`src/rtl/dec_hold_2to4_if.sv`:
```
// Handshake bundle between the priority-encoder stage, the hold decoder and
// the per-line consumers. The decoder side uses the slave modport.
interface dec_hold_2to4_if #(
  parameter int IDX_W = 2
);
  logic [IDX_W-1:0]        in_idx;
  logic                    in_valid;
  logic                    in_ready;
  logic [(1<<IDX_W)-1:0]   out_onehot;
  logic                    out_valid;
  logic                    out_ack;

  modport master (
    output in_idx,
    output in_valid,
    output out_ack,
    input  in_ready,
    input  out_onehot,
    input  out_valid
  );

  modport slave (
    input  in_idx,
    input  in_valid,
    input  out_ack,
    output in_ready,
    output out_onehot,
    output out_valid
  );
endinterface

```
`src/rtl/dec_hold_2to4.sv`:
```
// Sequential index-to-one-hot decoder. An accepted index is expanded to a
// registered one-hot line that stays up for at least HOLD_CYC cycles and then
// until the consumer acknowledges it, or until the timeout aborts it.
module dec_hold_2to4 #(
  parameter int IDX_W    = 2,
  parameter int HOLD_CYC = 4,
  parameter int TIMEOUT  = 16,
  parameter int CNT_W    = 8
) (
  input  logic                 clk,
  input  logic                 rst_n,
  dec_hold_2to4_if.slave       bus,
  output logic                 timeout_err,
  input  logic                 err_clr,
  output logic [CNT_W-1:0]     txn_cnt,
  output logic                 busy
);

  localparam int OH_W = 1 << IDX_W;
  // Counters only need to hold the reload value (parameter - 1).
  localparam int HCW  = (HOLD_CYC > 1) ? $clog2(HOLD_CYC) : 1;
  localparam int TOW  = (TIMEOUT > 1) ? $clog2(TIMEOUT) : 1;
  localparam logic [HCW-1:0] HOLD_LOAD = (HOLD_CYC > 0) ? HCW'(HOLD_CYC - 1) : '0;
  localparam logic [TOW-1:0] TO_LOAD   = (TIMEOUT > 0) ? TOW'(TIMEOUT - 1) : '0;
  localparam bit HOLD_EN = (HOLD_CYC > 0);
  localparam bit TO_EN   = (TIMEOUT > 0);

  typedef enum logic [1:0] {
    IDLE     = 2'd0,
    HOLD     = 2'd1,
    WAIT_ACK = 2'd2
  } state_t;

  state_t             state_r,    state_s;
  logic [HCW-1:0]     hold_cnt_r, hold_cnt_s;
  logic [TOW-1:0]     to_cnt_r,   to_cnt_s;
  logic               ack_seen_r, ack_seen_s;
  logic [OH_W-1:0]    onehot_r,   onehot_s;
  logic               valid_r,    valid_s;
  logic               err_r,      err_s;
  logic [CNT_W-1:0]   cnt_r,      cnt_s;
  logic               to_fire_s;

  // Expand an index into its one-hot line.
  function automatic logic [OH_W-1:0] decode_idx(input logic [IDX_W-1:0] idx);
    logic [OH_W-1:0] oh;
    oh = '0;
    for (int i = 0; i < OH_W; i++) begin
      oh[i] = (idx == IDX_W'(i));
    end
    return oh;
  endfunction

  // Next-state, counter and output-register computation.
  always_comb begin
    state_s    = state_r;
    hold_cnt_s = hold_cnt_r;
    to_cnt_s   = to_cnt_r;
    ack_seen_s = ack_seen_r;
    onehot_s   = onehot_r;
    valid_s    = valid_r;
    cnt_s      = cnt_r;
    to_fire_s  = 1'b0;

    case (state_r)
      IDLE: begin
        // out_ack is deliberately ignored here.
        if (bus.in_valid) begin
          onehot_s   = decode_idx(bus.in_idx);
          valid_s    = 1'b1;
          cnt_s      = cnt_r + CNT_W'(1);
          ack_seen_s = 1'b0;
          if (HOLD_EN) begin
            state_s    = HOLD;
            hold_cnt_s = HOLD_LOAD;
          end else begin
            state_s  = WAIT_ACK;
            to_cnt_s = TO_LOAD;
          end
        end else begin
          state_s = IDLE;
        end
      end

      HOLD: begin
        if (hold_cnt_r == '0) begin
          if (ack_seen_r || bus.out_ack) begin
            state_s  = IDLE;
            onehot_s = '0;
            valid_s  = 1'b0;
          end else begin
            state_s  = WAIT_ACK;
            to_cnt_s = TO_LOAD;
          end
        end else begin
          hold_cnt_s = hold_cnt_r - HCW'(1);
          if (bus.out_ack) begin
            ack_seen_s = 1'b1;
          end else begin
            ack_seen_s = ack_seen_r;
          end
        end
      end

      WAIT_ACK: begin
        // Ack is checked first so it wins over a simultaneous expiry.
        if (bus.out_ack) begin
          state_s  = IDLE;
          onehot_s = '0;
          valid_s  = 1'b0;
        end else if (TO_EN && (to_cnt_r == '0)) begin
          state_s   = IDLE;
          onehot_s  = '0;
          valid_s   = 1'b0;
          to_fire_s = 1'b1;
        end else begin
          to_cnt_s = to_cnt_r - TOW'(1);
        end
      end

      default: begin
        state_s  = IDLE;
        onehot_s = '0;
        valid_s  = 1'b0;
      end
    endcase

    // A timeout in the same cycle as err_clr keeps the flag set.
    if (to_fire_s) begin
      err_s = 1'b1;
    end else if (err_clr) begin
      err_s = 1'b0;
    end else begin
      err_s = err_r;
    end
  end

  // State, counters and registered outputs; reset drops everything at once.
  always_ff @(posedge clk or negedge rst_n) begin
    if (!rst_n) begin
      state_r    <= IDLE;
      hold_cnt_r <= '0;
      to_cnt_r   <= '0;
      ack_seen_r <= 1'b0;
      onehot_r   <= '0;
      valid_r    <= 1'b0;
      err_r      <= 1'b0;
      cnt_r      <= '0;
    end else begin
      state_r    <= state_s;
      hold_cnt_r <= hold_cnt_s;
      to_cnt_r   <= to_cnt_s;
      ack_seen_r <= ack_seen_s;
      onehot_r   <= onehot_s;
      valid_r    <= valid_s;
      err_r      <= err_s;
      cnt_r      <= cnt_s;
    end
  end

  assign bus.in_ready   = (state_r == IDLE);
  assign bus.out_onehot = onehot_r;
  assign bus.out_valid  = valid_r;
  assign busy           = (state_r != IDLE);
  assign timeout_err    = err_r;
  assign txn_cnt        = cnt_r;

endmodule

```
`src/flat_wrapper.sv`:
```
// flat-port wrapper written by rule: the top's interface ports become plain ports
module dec_hold_2to4_flat 
#(
  parameter int IDX_W    = 2,
  parameter int HOLD_CYC = 4,
  parameter int TIMEOUT  = 16,
  parameter int CNT_W    = 8
)
  (clk, rst_n, timeout_err, err_clr, txn_cnt, busy, bus_in_idx, bus_in_valid, bus_out_ack, bus_in_ready, bus_out_onehot, bus_out_valid);
  dec_hold_2to4_if #(.IDX_W(IDX_W)) bus_i ();
  input  logic clk;
  input  logic rst_n;
  output logic timeout_err;
  input  logic err_clr;
  output logic [CNT_W-1:0] txn_cnt;
  output logic busy;
  input wire logic [$bits(bus_i.in_idx)-1:0] bus_in_idx;
  input wire logic [$bits(bus_i.in_valid)-1:0] bus_in_valid;
  input wire logic [$bits(bus_i.out_ack)-1:0] bus_out_ack;
  output wire logic [$bits(bus_i.in_ready)-1:0] bus_in_ready;
  output wire logic [$bits(bus_i.out_onehot)-1:0] bus_out_onehot;
  output wire logic [$bits(bus_i.out_valid)-1:0] bus_out_valid;
  assign bus_i.in_idx = bus_in_idx;
  assign bus_i.in_valid = bus_in_valid;
  assign bus_i.out_ack = bus_out_ack;
  assign bus_in_ready = bus_i.in_ready;
  assign bus_out_onehot = bus_i.out_onehot;
  assign bus_out_valid = bus_i.out_valid;
  dec_hold_2to4 #(.IDX_W(IDX_W), .HOLD_CYC(HOLD_CYC), .TIMEOUT(TIMEOUT), .CNT_W(CNT_W)) u_core (.clk(clk), .rst_n(rst_n), .bus(bus_i), .timeout_err(timeout_err), .err_clr(err_clr), .txn_cnt(txn_cnt), .busy(busy));
endmodule
```
`config.mk`:
```
export PLATFORM = sky130hd
export DESIGN_NAME = dec_hold_2to4_flat
export DESIGN_NICKNAME = d
export VERILOG_FILES = /design/src/rtl/dec_hold_2to4_if.sv /design/src/rtl/dec_hold_2to4.sv /design/src/flat_wrapper.sv
export SDC_FILE = /design/constraint.sdc
export NUM_CORES = 1
export LEC_CHECK = 0
export CAP_MARGIN = 30
export CORE_MARGIN = 2
export CORE_UTILIZATION = 50
export CTS_CLUSTER_SIZE = 20
export DETAILED_ROUTE_END_ITERATION = 10
export PLACE_DENSITY = 0.78
export SYNTH_ARGS = -nofsm -noshare
export SYNTH_HDL_FRONTEND = slang
export SYNTH_SLANG_ARGS = --single-unit
```
`constraint.sdc`:
```
create_clock -name clk -period 2.15 [get_ports clk]
set_input_delay 0.43 -clock clk [delete_from_list [all_inputs] [get_ports clk]]
set_output_delay 0.43 -clock clk [all_outputs]
set_load 0.005 [all_outputs]
```
==> results.sh, run 1 <==
export IMPL_status="completed"
export IMPL_die_h_um=52.6
export IMPL_clkSinkCount=23
export IMPL_required_ns=1.72
export IMPL_synth_common_cells="23 x dfrtp_1, 7 x inv_1, 7 x nand2_1"
export IMPL_rows=17
export IMPL_synth_area_leaders="dfrtp_1 49%, ha_1 4.2%, a2bb2oi_1 3.0%, xnor2_1 3.0%, nand2b_1 2.7%"
export IMPL_leakage_nw=0.638
export IMPL_synth_cell_types=40
export IMPL_routed_via_density=5.54
export IMPL_grt_total_usage_pct=18.6
export IMPL_synth_edf_count=0
export IMPL_grt_setup_unrepaired="no"
export IMPL_first_pass_iters=4
export IMPL_drtIter0Drc=14
export IMPL_coreArea_mm2=0.00221
export IMPL_pin_count=23
export IMPL_fillers=189
export IMPL_grt_ovfl_total=0
export IMPL_fin_setup_tns_ns=0
export IMPL_synthSimpleGateAreaFrac_pct=19.7
export IMPL_ys_ff_latch=23
export IMPL_async_reset_ff_share_pct=100
export IMPL_worstHoldPathType="in2async"
export IMPL_grt_pass1_wl_um=3750
export IMPL_vias=903
export IMPL_grt_pass1_vias=857
export IMPL_dieArea_mm2=0.00276
export IMPL_arrival_ns=1.56
export IMPL_drv_cap=0
export IMPL_clk_latency_ns=0.31
export IMPL_syn_nets=121
export IMPL_ir_drop_uv=734
export IMPL_cts_tree="yes"
export IMPL_final_nets=147
export IMPL_cts_root_buf="clkbuf_4"
export IMPL_cts_buffer_depth=2
export IMPL_cts_setup_buffers=0
export IMPL_synth_compound_area_share_pct=15.3
export IMPL_hold_violations=0
export IMPL_synth_adder_area_share_pct=4.24
export IMPL_antenna_found_initial=0
export IMPL_synth_top_family_by_area="simple AND/OR/NAND/NOR gates"
export IMPL_diodes=0
export IMPL_cp_max_fo=2
export IMPL_ys_flop_type="dfrtp_1"
export IMPL_cts_resized=0
export IMPL_period_needed_ns=1.99
export IMPL_floorplan_initialDensity_pct=53.3
export IMPL_cp_start_kind="register"
export IMPL_drt_wirelength_per_cell_um=13.4
export IMPL_synth_top_area_cell="dfrtp_1"
export IMPL_dp_cells=159
export IMPL_netlist_area_mm2=0.00118
export IMPL_wl_um=2190
export IMPL_final_area_mm2=0.00147
export IMPL_io_buffers=22
export IMPL_drtAntennaViolNets=0
export IMPL_synth_top_area_share_pct=48.8
export IMPL_final_max_slew_viol_count=0
export IMPL_slew_headroom_pct=70.8
export IMPL_cts_max_level=1
export IMPL_synth_xor_area_share_pct=5.20
export IMPL_finalWeightedCongestion=0.760
export IMPL_crit_type="reg2out"
export IMPL_yosysMostFrequentCell="dfrtp_1"
export IMPL_drc=0
export IMPL_syn_to_final_growth_pct=24.8
export IMPL_yosysWarningCount=0
export IMPL_yosysSeqAreaShare_pct=48.8
export IMPL_final_cells=163
export IMPL_dpl_cell_area_mm2=0.00144
export IMPL_worst_slew_pin_slew_ns=0.436
export IMPL_ctsHoldBuffers=0
export IMPL_setup_viol=0
export IMPL_fmax_mhz=501
export IMPL_critPathCaptureType="output pin"
export IMPL_hpwlAfterDp_um=1670
export IMPL_skew_ns=0.00123
export IMPL_clk_pin_slew_worst_paths_ns=0.13
export IMPL_synth_avg_cell_area_um2=10.7
export IMPL_drive_gt1_share_pct=10.4
export IMPL_muxShareOfSynthArea_pct=2.65
export IMPL_grt_max_degree=24
export IMPL_power_total_mw=1.69
export IMPL_cts_buffers=3
export IMPL_power_density_mw_per_mm2=1150
export IMPL_min_period_over_period_pct=92.8
export IMPL_die_x_um=52.6
export IMPL_synthCells=110
## registers in the layout (all words and copies together), names as in the netlist
name / flops
u_core.txn_cnt: 8
u_core.ack_seen_r: 1
u_core.timeout_err: 1
u_core.bus.out_valid: 1
u_core.state_r: 2
u_core.hold_cnt_r: 2
u_core.to_cnt_r: 4
u_core.bus.out_onehot: 4
## cells by family after synthesis
logic type / after synthesis
and+or+nand+nor: 38
DFF: 23
AOI/OAI and AO/OA: 23
adders and majority gates: 4
muxes: 3
buffers and inverters: 12
xor gates and xnor gates: 7
## worst max-delay path, stage by stage, from the launching register on
cell,delay (ns)
dfrtp_1,0.41
or2_2,0.31
inv_1,0.06
clkdlybuf4s50_1,0.48
## routing by layer
metal / vias to the layer above / part of all wire [%] / global-route usage (%)
li1: 446 / - / -
met2: 11 / 52 / 31.9
met1: 444 / 45 / 23.4
met3: 2 / 2.2 / 2.57
met4: 0 / 0.41 / 7.69
met5: - / 0 / 0
## metrics by stage
step	util, %	hold slack (ns)	setup WS, ns
6_report	66.6	0.463	0.155
3_3_place_gp	65.2	0.462	0.233
2_1_floorplan	-	0.134	0.498
5_1_grt	66.6	0.480	0.0910
4_1_cts	66.6	0.469	0.134
3_5_place_dp	65.2	0.467	0.197
## layout by cell type (no fill, tap or decap), types with 2 or more instances in the layout
cell type	netlist	final
nand3b_1	2	2
nand2b_1	5	5
or3b_1	2	2
nand4_1	3	3
nor3b_1	2	2
a22o_1	2	2
a21oi_1	4	4
buf_4	0	4
a21o_1	2	2
xor2_1	3	3
ha_1	4	4
a2bb2oi_1	4	4
clkbuf_4	0	3
nor2_1	6	6
inv_1	7	7
nor3_2	2	2
mux2i_1	2	2
nor2b_1	2	2
clkdlybuf4s50_1	0	22
nand2_1	7	7
xnor2_1	4	4
dfrtp_1	23	23
## power breakdown
part | total (mW) | switching, mW | internal (mW)
Combinational | 0.727 | 0.288 | 0.439
Sequential | 0.753 | 0.158 | 0.595
Clock | 0.207 | 0.136 | 0.0709
Total | 1.69 | 0.582 | 1.11
## worst paths after layout
kind	startpoint	endpoint	slack [ns]	depth (start not counted)
worst max register to register	u_core.to_cnt_r[0]	u_core.bus.out_onehot[3]	0.37	5
worst min register to register	u_core.txn_cnt[7]	u_core.txn_cnt[7]	0.48	1
max in group asynchronous	rst_n	u_core.bus.out_onehot[0]	1.46	2
worst max-delay path	u_core.state_r[0]	bus_in_ready	0.16	3
worst min-delay path	rst_n	u_core.txn_cnt[4]	0.46	2
min in group clk	u_core.txn_cnt[7]	u_core.txn_cnt[7]	0.48	1
## final cells by class
| cell class | instances | area (um^2) | share of cell area, % |
|---|---|---|---|
| sequential | 23 | 576 | 39.1 |
| multi-input combinational | 75 | 556 | 37.7 |
| timing repair buffer | 26 | 250 | 17.0 |
| tap | 28 | 35.0 | 2.38 |
| inverter | 7 | 26.3 | 1.78 |
| clock buffer | 3 | 22.5 | 1.53 |
| clock inverter | 1 | 7.51 | 0.510 |
Power figures use the tool's default switching activity.
==> run 2, diff against run 1 <==
--- a/config.mk
+++ b/config.mk
@@ -11,6 +11,7 @@
 export CTS_CLUSTER_SIZE = 20
 export DETAILED_ROUTE_END_ITERATION = 10
 export PLACE_DENSITY = 0.78
+export SLEW_MARGIN = 20
 export SYNTH_ARGS = -nofsm -noshare
 export SYNTH_HDL_FRONTEND = slang
 export SYNTH_SLANG_ARGS = --single-unit
==> results of run 2 <==
No change in the layout: final DEF, timing and power equal those of run 1.
